File: src/rtl/ones_count_if.sv
// ones_count_if: request/result handshake between a producer of operand words and the ones counter
//   start, data, abort, ack : master -> slave (request side)
//   ready, busy, done, count: slave -> master (state and result)
interface ones_count_if #(
    parameter int WIDTH = 32
);
    localparam int CW = $clog2(WIDTH + 1);
    logic             start;
    logic [WIDTH-1:0] data;
    logic             abort;
    logic             ack;
    logic             ready;
    logic             busy;
    logic             done;
    logic [CW-1:0]    count;
    modport master (output start, data, abort, ack, input ready, busy, done, count);
    modport slave  (input start, data, abort, ack, output ready, busy, done, count);
endinterface

File: src/rtl/ones_count_ctrl.sv
// ones_count_ctrl: multi-cycle population count of a WIDTH-bit word, BITS_PER_CYCLE bits per beat
//   clk   : clock, all state changes on its rising edge
//   reset : synchronous active-high reset
//   ctl   : slave side of ones_count_if (start/data/abort/ack in, ready/busy/done/count out)
module ones_count_ctrl #(
    parameter int WIDTH          = 32,
    parameter int BITS_PER_CYCLE = 1
) (
    input  logic         clk,
    input  logic         reset,
    ones_count_if.slave  ctl
);
    localparam int CW    = $clog2(WIDTH + 1);
    localparam int BEATS = WIDTH / BITS_PER_CYCLE;
    localparam int BW    = (BEATS > 1) ? $clog2(BEATS) : 1;

    typedef enum logic [1:0] {IDLE, RUN, DONE} state_t;

    state_t           state_q, state_d;
    logic [WIDTH-1:0] op_q, op_d;
    logic [CW-1:0]    acc_q, acc_d;
    logic [CW-1:0]    count_q, count_d;
    logic [BW-1:0]    beat_q, beat_d;
    logic [CW-1:0]    beat_sum;
    logic             last_beat;

    // Running total including the low BITS_PER_CYCLE bits of the shifting operand.
    always_comb begin
        beat_sum = acc_q;
        for (int i = 0; i < BITS_PER_CYCLE; i++)
            beat_sum = beat_sum + CW'(op_q[i]);
    end

    assign last_beat = beat_q == BW'(BEATS - 1);

    always_comb begin
        state_d = state_q;
        op_d    = op_q;
        acc_d   = acc_q;
        beat_d  = beat_q;
        count_d = count_q;
        case (state_q)
            IDLE: if (ctl.start) begin
                state_d = RUN;
                op_d    = ctl.data;
                acc_d   = '0;
                beat_d  = '0;
            end
            // abort outranks the final beat, so an aborted word never reaches count
            RUN: if (ctl.abort) begin
                state_d = IDLE;
            end else begin
                op_d   = op_q >> BITS_PER_CYCLE;
                acc_d  = beat_sum;
                beat_d = beat_q + BW'(1);
                if (last_beat) begin
                    count_d = beat_sum;
                    state_d = DONE;
                end
            end
            DONE: if (ctl.ack) state_d = IDLE;
            default: state_d = IDLE;
        endcase
    end

    always_ff @(posedge clk) begin
        if (reset) begin
            state_q <= IDLE;
            op_q    <= '0;
            acc_q   <= '0;
            beat_q  <= '0;
            count_q <= '0;
        end else begin
            state_q <= state_d;
            op_q    <= op_d;
            acc_q   <= acc_d;
            beat_q  <= beat_d;
            count_q <= count_d;
        end
    end

    assign ctl.ready = state_q == IDLE;
    assign ctl.busy  = state_q == RUN;
    assign ctl.done  = state_q == DONE;
    assign ctl.count = count_q;
endmodule

File: src/flat_wrapper.sv
// flat-port wrapper written by rule: the top's interface ports become plain ports
module ones_count_ctrl_flat 
#(
    parameter int WIDTH          = 32,
    parameter int BITS_PER_CYCLE = 1
)
  (clk, reset, ctl_start, ctl_data, ctl_abort, ctl_ack, ctl_ready, ctl_busy, ctl_done, ctl_count);
  ones_count_if #(.WIDTH(WIDTH)) ctl_i ();
  input  logic clk;
  input  logic reset;
  input wire logic [$bits(ctl_i.start)-1:0] ctl_start;
  input wire logic [$bits(ctl_i.data)-1:0] ctl_data;
  input wire logic [$bits(ctl_i.abort)-1:0] ctl_abort;
  input wire logic [$bits(ctl_i.ack)-1:0] ctl_ack;
  output wire logic [$bits(ctl_i.ready)-1:0] ctl_ready;
  output wire logic [$bits(ctl_i.busy)-1:0] ctl_busy;
  output wire logic [$bits(ctl_i.done)-1:0] ctl_done;
  output wire logic [$bits(ctl_i.count)-1:0] ctl_count;
  assign ctl_i.start = ctl_start;
  assign ctl_i.data = ctl_data;
  assign ctl_i.abort = ctl_abort;
  assign ctl_i.ack = ctl_ack;
  assign ctl_ready = ctl_i.ready;
  assign ctl_busy = ctl_i.busy;
  assign ctl_done = ctl_i.done;
  assign ctl_count = ctl_i.count;
  ones_count_ctrl #(.WIDTH(WIDTH), .BITS_PER_CYCLE(BITS_PER_CYCLE)) u_core (.clk(clk), .reset(reset), .ctl(ctl_i));
endmodule
File: config.mk
export PLATFORM = sky130hd
export DESIGN_NAME = ones_count_ctrl_flat
export DESIGN_NICKNAME = d
export VERILOG_FILES = /design/src/rtl/ones_count_if.sv /design/src/rtl/ones_count_ctrl.sv /design/src/flat_wrapper.sv
export SDC_FILE = /design/constraint.sdc
export NUM_CORES = 1
export LEC_CHECK = 0
export ABC_CLOCK_PERIOD_IN_PS = 2100
export CAP_MARGIN = 20
export CORE_ASPECT_RATIO = 1.25
export CORE_MARGIN = 2
export CORE_UTILIZATION = 25
export DETAILED_ROUTE_END_ITERATION = 8
export PLACE_DENSITY = 0.57
export SLEW_MARGIN = 10
export SYNTH_ARGS = -nofsm -noshare
export SYNTH_HDL_FRONTEND = slang
export SYNTH_SLANG_ARGS = --single-unit
File: constraint.sdc
create_clock -name clk -period 2.1 [get_ports clk]
set_input_delay 0.42 -clock clk [delete_from_list [all_inputs] [get_ports clk]]
set_output_delay 0.42 -clock clk [all_outputs]
set_load 0.01 [all_outputs]
After elaboration in Yosys (flattened, before gate mapping)
Cells that the tools add are included.
Word-level totals
  bits in registers: 51
  latch bits: 0
  memory bits (writable): 0
  bits in read-only memories: 0
  bits of input ports: 37
  output and inout port bits: 9
  word-level logic and storage cells: 34
  memories: 0
Operators by class
  add/sub/neg operators: 2
  multiply operators: 0
  divide/modulo/power cells: 0
  order comparisons: 0
  equality and inequality tests: 7
  shift operators: 0
  muxes and demuxes: 14
  bitwise operators: 1
  reductions and logical operators: 5
Operators by type and width (count)
  32-bit 2-to-1 mux: 2
  32-bit case mux with 2 select lines: 1
  6-bit 2-to-1 mux: 2
  6-bit case mux with 2 select lines: 1
  5-bit 2-to-1 mux: 2
  5-bit case mux with 2 select lines: 1
  3-bit AND reduction: 3
  2-bit 2-to-1 mux: 4
  6-bit by 1-bit adder with 6-bit output: 1
  2-bit inequality test (second input constant): 3
  2-bit case mux with 3 select lines: 1
  5-bit by 1-bit adder with 5-bit output (second input constant): 1
  5-bit equality test (second input constant): 1
  3-bit by 2-bit inequality test with 1-bit output (second input constant): 1
  2-bit by 1-bit equality test with 1-bit output (second input constant): 1
  2-bit equality test (second input constant): 1
  2-bit logical NOT: 1
  2-bit nonzero test: 1
  1-bit NOT: 1

Logic depth before layout (Yosys ltp)
Gate-level depths: netlist (run 1).
  word-level depth: 4
  gate-level depth with buffers: 7
  mapped depth without buffers: 6

Worst setup path before layout (run 1)
No wires, ideal clock.
  kind: reg2reg
  start point: reg u_core.beat_q[0]
  end point: reg u_core.count_q[1] (netlist: u_core.ctl.count[1])
  setup time: 0.128 ns
  data arrival time: 1.541 ns
  required time: 1.972 ns
  slack: 0.431 ns
  stages on the path, launching flop included: 8
  buffers on the path: 1
  clock period less this slack: 1.669 ns
  cell sequence: dfxtp_1 ha_1 and3_1 ha_1 and4bb_2 clkbuf_1 mux2i_1 nor2_1
Between the ends
  longest elaborated chain between the ends: 2
RTL lines
  from (decl): RTL line ones_count_ctrl.sv:23  | logic [BW-1:0] beat_q, beat_d;
  from (signal assigned): RTL line ones_count_ctrl.sv:77  | beat_q <= beat_d;
  5-bit equality test: RTL line ones_count_ctrl.sv:34  | assign last_beat = beat_q == BW'(BEATS - 1);
  3-bit AND reduction (no source line)
  to (signal assigned): RTL line ones_count_ctrl.sv:78  | count_q <= count_d;
  to (decl): RTL line ones_count_ctrl.sv:22  | logic [CW-1:0] count_q, count_d;
No other way between the ends.
A chain may end at the register's enable or synchronous reset.

Final worst setup path (run 1)
  start point: reg u_core.state_q[0]
  end point: out ctl_busy
Between the ends
  longest elaborated chain between the ends: 1
RTL lines
  from (decl): RTL line ones_count_ctrl.sv:19  | state_t state_q, state_d;
  from (signal assigned): RTL line ones_count_ctrl.sv:74  | state_q <= state_d;
  2-bit by 1-bit equality test with 1-bit output: RTL line ones_count_ctrl.sv:83  | assign ctl.busy = state_q == RUN;
  to (decl): RTL line flat_wrapper.sv:16  | output wire logic [$bits(ctl_i.busy)-1:0] ctl_busy;
No other way between the ends.

==> results.py, run 1 <==
metrics = {
    "synthesis": {
        "ys_ff_latch": 51,
        "synth_area_um2": 2190,
        "synth_top_cell_area_share_pct": 46.6,
        "syn_avg_cell_area_um2": 8.73,
        "yosys_warnings": 0,
        "synth_nets": 292,
        "synth.area.top_cells": "dfxtp_1, a22oi_1, nand3_1",
        "synth_area_leader_cell": "dfxtp_1",
        "ys_seq_area_share_pct": 46.6,
        "yosysUniqueCellTypes": 35,
        "synthCells": 251,
    },
    "sta": {
        "worst_pin_slew_ns": 0.523,
        "relSlewSlack_pct": 65.1,
        "finalSetupViolCount": 0,
        "hold_viol": 0,
        "timing.fmax_mhz": 512,
        "slew_viol_final": 0,
        "fin_crit_sh_pct": 93.0,
        "min_period_ns": 1.95,
        "rsz0062_at_grt": "false",
        "timing.setup.tns_ns": 0,
        "clock_skew_ns": 0.00464,
    },
    "cts": {
        "cts_sinks": 51,
        "clkLatencyLatePin_ns": 0.29,
        "ctsHtreeMaxLevel": 2,
        "root_buffer": "clkbuf_8",
        "clk_pin_slew_ns": 0.08,
        "cts_tree": "built",
        "cts_made_buffers": 5,
        "ctsHoldBuffers": 0,
        "cts-resized-gates": 0,
        "clockBufferDepth": 2,
        "postCtsSetupRepairBufs": 0,
    },
    "worst_setup_path": {
        "start_kind": "flop",
        "reg2reg_setup_slack_ns": 0.43,
        "critPathMaxStageDelay_ns": 0.56,
        "crit_chain": "nor2b_1, clkdlybuf4s50_1",
        "crit_path_end_kind": "output pin",
        "cp_slowest_cell": "clkdlybuf4s50_1",
        "required_ns": 1.68,
        "crit_type": "reg2out",
        "r2r_cells": 3,
        "crit_buf_inv": 1,
        "path_depth": 2,
        "crit_arrival_ns": 1.53,
        "worstPathMaxFanout": 9,
        "critical-path-top-delay-family": "buffers and inverters",
    },
    "final_layout": {
        "final_util_pct": 33.6,
        "final_cell_mix": "dfxtp_1, clkdlybuf4s50_1, nand3_1",
        "syn2layout_area_growth_pct": 31.9,
        "antenna_cells": 0,
        "finish.instance_area_um2": 2890,
        "final_cells": 411,
        "drive_gt1_share_pct": 8.59,
        "layout_commonest_cell": "dfxtp_1",
        "fill_cells": 915,
        "nets": 333,
    },
    "global_routing": {
        "grt_pass1_wl_um": 8740,
        "grt_usage_pct": 11.5,
        "grt_max_degree": 35,
        "grt_pass1_vias": 1891,
        "overflow": 0,
        "antenna_found_initial": 0,
    },
    "pwr": {
        "combPwrFrac_pct": 14.1,
        "p_seq_share_pct": 57.4,
        "p_per_area_nw_per_um2": 622,
        "fin_total_pwr_mw": 1.80,
        "total_leakage_power_nw": 0.976,
        "switching_share_pct": 24.1,
        "internal_power_mw": 1.36,
        "p_clk_share_pct": 28.5,
        "irDropWorstVdd_uv": 226,
        "p_sw_uw": 433,
    },
    "detailed_routing": {
        "drc_errors": 0,
        "viasPerCell": 4.89,
        "routed_wl_um": 5310,
        "drt_iter0_markers": 103,
        "top_layer_used": "met4",
        "met3WireLength_um": 215,
        "first_pass_iters": 5,
        "met2_length_um": 2550,
        "wl_met1_um": 2450,
        "vias": 2009,
        "ant_nets": 0,
        "routedWlPerCell_um": 12.9,
    },
    "floorplan": {
        "coreArea_um2": 8610,
        "dieWidth_um": 87.7,
        "start_util_pct": 25.5,
        "ios": 46,
        "die_h_um": 109,
        "die_area_um2": 9530,
        "row_count": 38,
    },
    "min_path": {
        "hold_path_depth": 2,
        "hold_class": "reg2reg",
    },
    "placement": {
        "placed_cells": 405,
        "place.detailed.hpwl_um": 3570,
        "port_buffers": 45,
        "dpl_cell_area_um2": 2820,
        "gp_congestion": 0.764,
    },
    "outcome": {
        "status": "finished clean",
    },
    "job": {
        "maxCapViolCount": 0,
    },
}
-- kinds of logic after synthesis --
kind of cell / Yosys count / share of synthesized area, %
DFF: 51 / 46.6
xor gates and xnor gates: 4 / 1.60
buffers and inverters: 28 / 5.08
and+or+nand+nor: 75 / 18.3
AOI/OAI and AO/OA: 86 / 24.8
adders and majority gates: 4 / 2.28
muxes: 3 / 1.37
-- stage by stage --
| step | hold WS [ns] | setup WS [ns] |
|---|---|---|
| floorplan | 0.448 | 0.431 |
| global placement | 0.454 | 0.0556 |
| detailed placement | 0.461 | 0.0432 |
| CTS | 0.473 | 0.0147 |
| global route | 0.489 | 0.0404 |
| finish | 0.469 | 0.148 |
-- tightest hold or removal path, cell delays in order, from the launching register on --
cell     delay, ns
dfxtp_1       0.32
nand3_1       0.06
a21oi_1       0.05
-- cell type report --
type	count	area, um2	area share, %
Multi-Input combinational cell	172	1070	37.0
Inverter	3	11.3	0.390
Timing Repair Buffer	59	563	19.5
Sequential cell	51	1020	35.4
Tap cell	120	150	5.20
Clock buffer	6	72.6	2.51
-- power groups by stage --
stage	logic (mW)	registers, mW	clock network [mW]
after global placement	0.253	1.05	0
after detailed placement	0.257	1.05	0
after CTS	0.258	1.03	0.543
after global routing	0.282	1.04	0.576
final	0.253	1.03	0.512
after floorplan	0.132	1.05	0
-- per-layer routing --
| metal | up-vias | global-route usage [%] |
|---|---|---|
| met5 | - | 0 |
| met2 | 44 | 18.6 |
| met1 | 956 | 15.0 |
| li1 | 1005 | - |
| met4 | 0 | 4.62 |
| met3 | 4 | 2.04 |
-- worst paths after layout --
| check | from | end |
|---|---|---|
| worst min register to register | u_core.op_q[11] | u_core.op_q[11] |
| worst min-delay path | u_core.op_q[11] | u_core.op_q[11] |
| worst max register to register | u_core.state_q[0] | u_core.acc_q[5] |
| worst max-delay path | u_core.state_q[0] | ctl_busy |
-- registers in the layout, indices dropped and copies added, names as in the netlist --
| register | flops |
|---|---|
| u_core.op_q | 32 |
| u_core.beat_q | 5 |
| u_core.state_q | 2 |
| u_core.acc_q | 6 |
| u_core.ctl.count | 6 |
-- synth_stat cells (all sizes together) --
cell     n
a211oi   4
mux2i    3
o211ai   1
a31oi    2
or3      2
nor3     2
dfxtp   51
and2     1
a21oi   37
nand2    8
nor2b    3
a311oi   1
and4bb   1
or4      1
nand3   41
nor4bb   1
o21ai    5
buf      7
and3     1
xor2     2
xnor2    2
clkbuf  18
nor2     8
nand2b   1
ha       4
o21a     1
nor3b    3
a22oi   32
inv      3
a41oi    1
or3b     2
o32ai    2
Note: power is estimated with default switching activity, not from simulation.
==> inputs of run 2 (changes only) <==
Settings changed: ABC_CLOCK_PERIOD_IN_PS 2100 to 1600, PLACE_DENSITY 0.57 to 0.59, SLEW_MARGIN 10 to not set.
Clock period 2.1 ns to 1.6 ns, I/O delays scaled along.
==> run 2 against run 1 <==
Clock skew grew 0.0028 ns. Total power rose by 53%. Critical endpoint is now ctl_count[0]. Hold slack got worse by 0.033 ns.
==> results.py, run 2 (synthesis results as in run 1) <==
metrics = {
    "global_routing": {
        "grt_max_degree": 37,
        "grt_pass1_vias": 1921,
        "antenna_found_initial": 0,
        "grt_pass1_wl_um": 8820,
        "overflow": 0,
        "grt_usage_pct": 11.5,
    },
    "placement": {
        "gp_congestion": 0.779,
        "place_ws_ns": -0.339,
        "place.detailed.hpwl_um": 3580,
        "port_buffers": 45,
    },
    "detailed_routing": {
        "drc_errors": 0,
        "ant_nets": 0,
        "first_pass_iters": 4,
        "viasPerCell": 4.87,
        "drt_iter0_markers": 110,
        "vias": 2029,
        "routedWlPerCell_um": 13.0,
        "routed_wl_um": 5420,
    },
    "sta": {
        "hold_viol": 0,
        "timing.fmax_mhz": 665,
        "relSlewSlack_pct": 70.6,
        "worst_pin_slew_ns": 0.441,
        "hold_ws_ns": 0.436,
        "finalSetupViolCount": 0,
        "rsz0062_at_grt": "false",
        "slew_viol_final": 0,
        "fin_crit_sh_pct": 94.0,
        "final.setup.worst_slack_ns": 0.0962,
        "clock_skew_ns": 0.00740,
        "min_period_ns": 1.50,
    },
    "cts": {
        "cts_made_buffers": 5,
        "clk_pin_slew_ns": 0.08,
        "clkLatencyLatePin_ns": 0.30,
        "postCtsSetupRepairBufs": 0,
        "clockBufferDepth": 2,
        "ctsHoldBuffers": 0,
        "cts_tree": "built",
        "cts_sinks": 51,
        "ctsHtreeMaxLevel": 2,
        "root_buffer": "clkbuf_8",
    },
    "worst_setup_path": {
        "reg2reg_setup_slack_ns": 0.11,
        "r2r_end": "u_core.ctl.count[1]",
        "crit_chain": "clkdlybuf4s50_1",
        "crit_path_end_kind": "output pin",
        "cp_slowest_cell": "clkdlybuf4s50_1",
        "crit_arrival_ns": 1.18,
        "worstPathMaxFanout": 2,
        "start_kind": "flop",
        "required_ns": 1.28,
        "r2r_start": "u_core.beat_q[0]",
        "critPathMaxStageDelay_ns": 0.55,
        "crit_type": "reg2out",
        "critical-path-top-delay-family": "buffers and inverters",
        "crit_buf_inv": 1,
        "r2r_cells": 6,
    },
    "pwr": {
        "irDropWorstVdd_uv": 434,
        "total_leakage_power_nw": 1.05,
        "p_per_area_nw_per_um2": 893,
    },
    "final_layout": {
        "layout_commonest_cell": "dfxtp_1",
        "syn2layout_area_growth_pct": 40.3,
        "nets": 337,
        "drive_gt1_share_pct": 13.8,
        "antenna_cells": 0,
        "largest_reg_flops": 32,
        "largest_register": "u_core.op_q",
        "final_cell_mix": "dfxtp_1, nand3_1, clkdlybuf4s50_1",
    },
    "floorplan": {
        "die_area_um2": 9530,
        "coreArea_um2": 8610,
        "row_count": 38,
        "die_h_um": 109,
        "dieWidth_um": 87.7,
        "ios": 46,
        "start_util_pct": 25.5,
    },
    "job": {
        "maxCapViolCount": 0,
    },
    "outcome": {
        "status": "finished clean",
    },
    "min_path": {
        "hold_class": "in2reg",
        "hold_path_end": "u_core.ctl.count[0]",
        "hp-start": "reset",
        "hold_path_depth": 2,
    },
}
## run 2: changes by cell type in the layout (fill, tap and decap cells not counted), moves of 2 or more
cell             delta
or3b_4              +2
ha_1                -2
ha_4                +2
bufinv_16           +2
clkdlybuf4s50_1     -4
dlygate4sd2_1       +3
dfxtp_1             -3
buf_12              +2
dfxtp_2             +3
## run 2: layout make-up
cell class / count / area (um2)
flip-flops and latches: 51 / 1030
fillers: 903 / 5530
clock buffers: 6 / 72.6
well taps: 120 / 150
clock inverters: 2 / 60.1
repair buffers: 62 / 609
multi-input cells: 173 / 1140
inverters: 3 / 11.3
## run 2: per-layer routing
layer,wire [um],vias up,track usage (%)
met1,2370,958,14.4
met3,232,6,2.65
met4,61,0,3.30
met5,0,-,0
met2,2760,45,19.8
li1,-,1020,-
## run 2: worst max-delay path by stage
stage                                    from                   to  slack, ns  cells after the start
after global placement              ctl_abort      u_core.acc_q[5]      -0.32                      4
final                     u_core.ctl.count[0]         ctl_count[0]        0.1                      1
after detailed placement            ctl_abort      u_core.acc_q[5]      -0.34                      4
after floorplan              u_core.beat_q[0]  u_core.ctl.count[5]       0.04                      7
after global routing         u_core.beat_q[1]  u_core.ctl.count[0]       0.02                      6
after CTS                           ctl_abort      u_core.acc_q[5]      0.007                      4
## run 2: timing repair
item	4_1_cts	5_1_grt
gates resized for setup	7	13
gates cloned	0	1
pin swaps	0	4
endpoints found under the setup margin	6	7
## run 2: stage by stage
stage                     power, mW  util (%)  TNS, ns  std cells  cell area [um2]
after floorplan                1.55         -        0        251             2190
after global routing           2.89      35.7        0        417             3070
after global placement         1.72      33.3    -9.58        408             2860
final                          2.75      35.7        0        417             3070
after detailed placement       1.73      33.3    -9.51        408             2860
after CTS                      2.78      34.9        0        416             3000
## run 2: report_power, final
| part | total, mW | switching, mW | leakage [nW] | internal (mW) |
|---|---|---|---|---|
| sequential | 1.35 | 0.0293 | 0.418 | 1.32 |
| clock | 1.05 | 0.423 | 0.0654 | 0.625 |
| combinational | 0.344 | 0.162 | 0.566 | 0.182 |
| total | 2.75 | 0.615 | 1.05 | 2.13 |
==> inputs of run 3 (changes only) <==
Settings changed: CORE_MARGIN 2 to not set, GPL_TIMING_DRIVEN set to 1, RECOVER_POWER set to 25.
==> run 3 against run 2 <==
Highest routed layer unchanged. Register-to-register slack got worse by 0.08 ns. Routed wire length up 4.5%. Largest cell class unchanged. Core utilization grew 0.49 points.
==> results.py, run 3 (synthesis results as in run 1) <==
metrics = {
    "detailed_routing": {
        "ant_nets": 0,
        "drt_iter0_markers": 190,
        "routed_wl_um": 5660,
        "met3WireLength_um": 215,
        "wl_met1_um": 2640,
        "routedWlPerCell_um": 13.5,
        "first_pass_iters": 4,
        "top_layer_used": "met4",
        "vias": 2062,
        "viasPerCell": 4.90,
        "drc_errors": 0,
        "met2_length_um": 2730,
    },
    "worst_setup_path": {
        "crit_type": "reg2reg",
        "start_kind": "flop",
        "crit_path_end_kind": "flop",
        "reg2reg_setup_slack_ns": 0.03,
        "crit_arrival_ns": 1.77,
        "worstPathMaxFanout": 5,
        "r2r_start": "u_core.beat_q[0]",
        "r2r_end": "u_core.state_q[1]",
        "r2r_cells": 6,
        "required_ns": 1.81,
    },
    "sta": {
        "timing.setup.tns_ns": 0,
        "final.setup.worst_slack_ns": 0.0335,
        "relSlewSlack_pct": 79.8,
        "rsz0062_at_grt": "true",
        "timing.fmax_mhz": 638,
        "hold_viol": 0,
        "clock_skew_ns": 0.0105,
        "worst_pin_slew_ns": 0.299,
        "finalSetupViolCount": 0,
        "fin_crit_sh_pct": 97.9,
        "slew_viol_final": 0,
        "min_period_ns": 1.57,
    },
    "final_layout": {
        "finish.instance_area_um2": 3030,
        "layout_commonest_cell": "dfxtp_1",
        "nets": 344,
        "largest_register": "u_core.op_q",
        "drive_gt1_share_pct": 15.5,
        "final_cell_mix": "dfxtp_1, nand3_1, clkdlybuf4s50_1",
        "final_cells": 421,
        "syn2layout_area_growth_pct": 38.5,
        "antenna_cells": 0,
        "largest_reg_flops": 32,
        "final_util_pct": 36.2,
        "fill_cells": 871,
    },
    "cts": {
        "cts_sinks": 51,
        "ctsHoldBuffers": 0,
        "clkLatencyLatePin_ns": 0.31,
        "clk_pin_slew_ns": 0.09,
        "cts_tree": "built",
        "clockBufferDepth": 2,
        "cts_made_buffers": 5,
        "ctsHtreeMaxLevel": 2,
        "root_buffer": "clkbuf_8",
    },
    "placement": {
        "dpl_cell_area_um2": 2860,
        "place_ws_ns": -0.352,
        "place.detailed.hpwl_um": 3660,
        "gp_congestion": 0.787,
        "placed_cells": 409,
        "port_buffers": 45,
    },
    "global_routing": {
        "grt_max_degree": 24,
        "antenna_found_initial": 0,
        "overflow": 0,
        "grt_pass1_wl_um": 9150,
        "grt_pass1_vias": 1925,
        "grt_usage_pct": 12.5,
    },
    "floorplan": {
        "dieWidth_um": 85.7,
        "start_util_pct": 26.1,
        "coreArea_um2": 8380,
        "row_count": 37,
        "die_h_um": 107,
        "ios": 46,
        "die_area_um2": 9140,
    },
    "min_path": {
        "hold_path_end": "u_core.ctl.count[1]",
        "hold_class": "in2reg",
        "hp-start": "reset",
        "hold_path_depth": 2,
    },
    "pwr": {
        "irDropWorstVdd_uv": 421,
        "total_leakage_power_nw": 1.06,
        "p_per_area_nw_per_um2": 870,
    },
    "outcome": {
        "status": "finished clean",
    },
    "job": {
        "maxCapViolCount": 0,
    },
}
-- run 3: cell types whose count changed in the layout (fill, tap and decap cells not counted), sizes merged --
cell          previous run  this run
clkbuf                   6         9
bufinv                   2         1
clkinv                   0         1
dlymetal6s2s             1         0
buf                     18        23
-- run 3: critical path: stages (launching register included) --
cell	delay [ns]
dfxtp_2	0.33
ha_1	0.20
and3_4	0.17
ha_2	0.18
and4bb_2	0.27
buf_4	0.15
o21a_1	0.17
-- run 3: worst max path at each step --
stage | from | endpoint | slack (ns) | cells past startpoint
after floorplan | u_core.beat_q[0] | u_core.ctl.count[5] | 0.04 | 7
after global placement | ctl_abort | u_core.acc_q[5] | -0.32 | 4
after detailed placement | ctl_abort | u_core.acc_q[5] | -0.35 | 4
after CTS | u_core.state_q[1] | ctl_done | 0.02 | 3
after global routing | u_core.beat_q[0] | u_core.ctl.count[1] | -0.03 | 6
final | u_core.beat_q[0] | u_core.state_q[1] | 0.03 | 6
-- run 3: final cells by class --
cell class	instances	area (um2)	share of cell area, %
multi-input cells	173	1100	36.4
flip-flops and latches	51	1030	33.8
repair buffers	69	629	20.7
well taps	117	146	4.82
clock buffers	6	82.6	2.72
clock inverters	2	35.0	1.15
inverters	3	11.3	0.371
-- run 3: per-layer routing --
metal | vias to the layer above | track usage (%)
met2 | 46 | 20.4
li1 | 1040 | -
met4 | 0 | 3.57
met3 | 6 | 2.23
met5 | - | 0
met1 | 970 | 16.8
-- run 3: what timing repair did --
action,in CTS,in global routing
gates resized for setup,6,11
buffers inserted,0,3
endpoints found under the hold margin,0,0
endpoints found under the setup margin,7,43
gates cloned,0,1
-- run 3: per-stage QoR --
step                hold WS [ns]  power [mW]
global route               0.351        2.76
global placement           0.454        1.72
finish                     0.342        2.64
CTS                        0.339        2.66
detailed placement         0.459        1.73
floorplan                  0.448        1.55
-- run 3: power by group --
group	switching (mW)	internal [mW]
Sequential	0.0274	1.32
Clock	0.436	0.507
Combinational	0.166	0.178
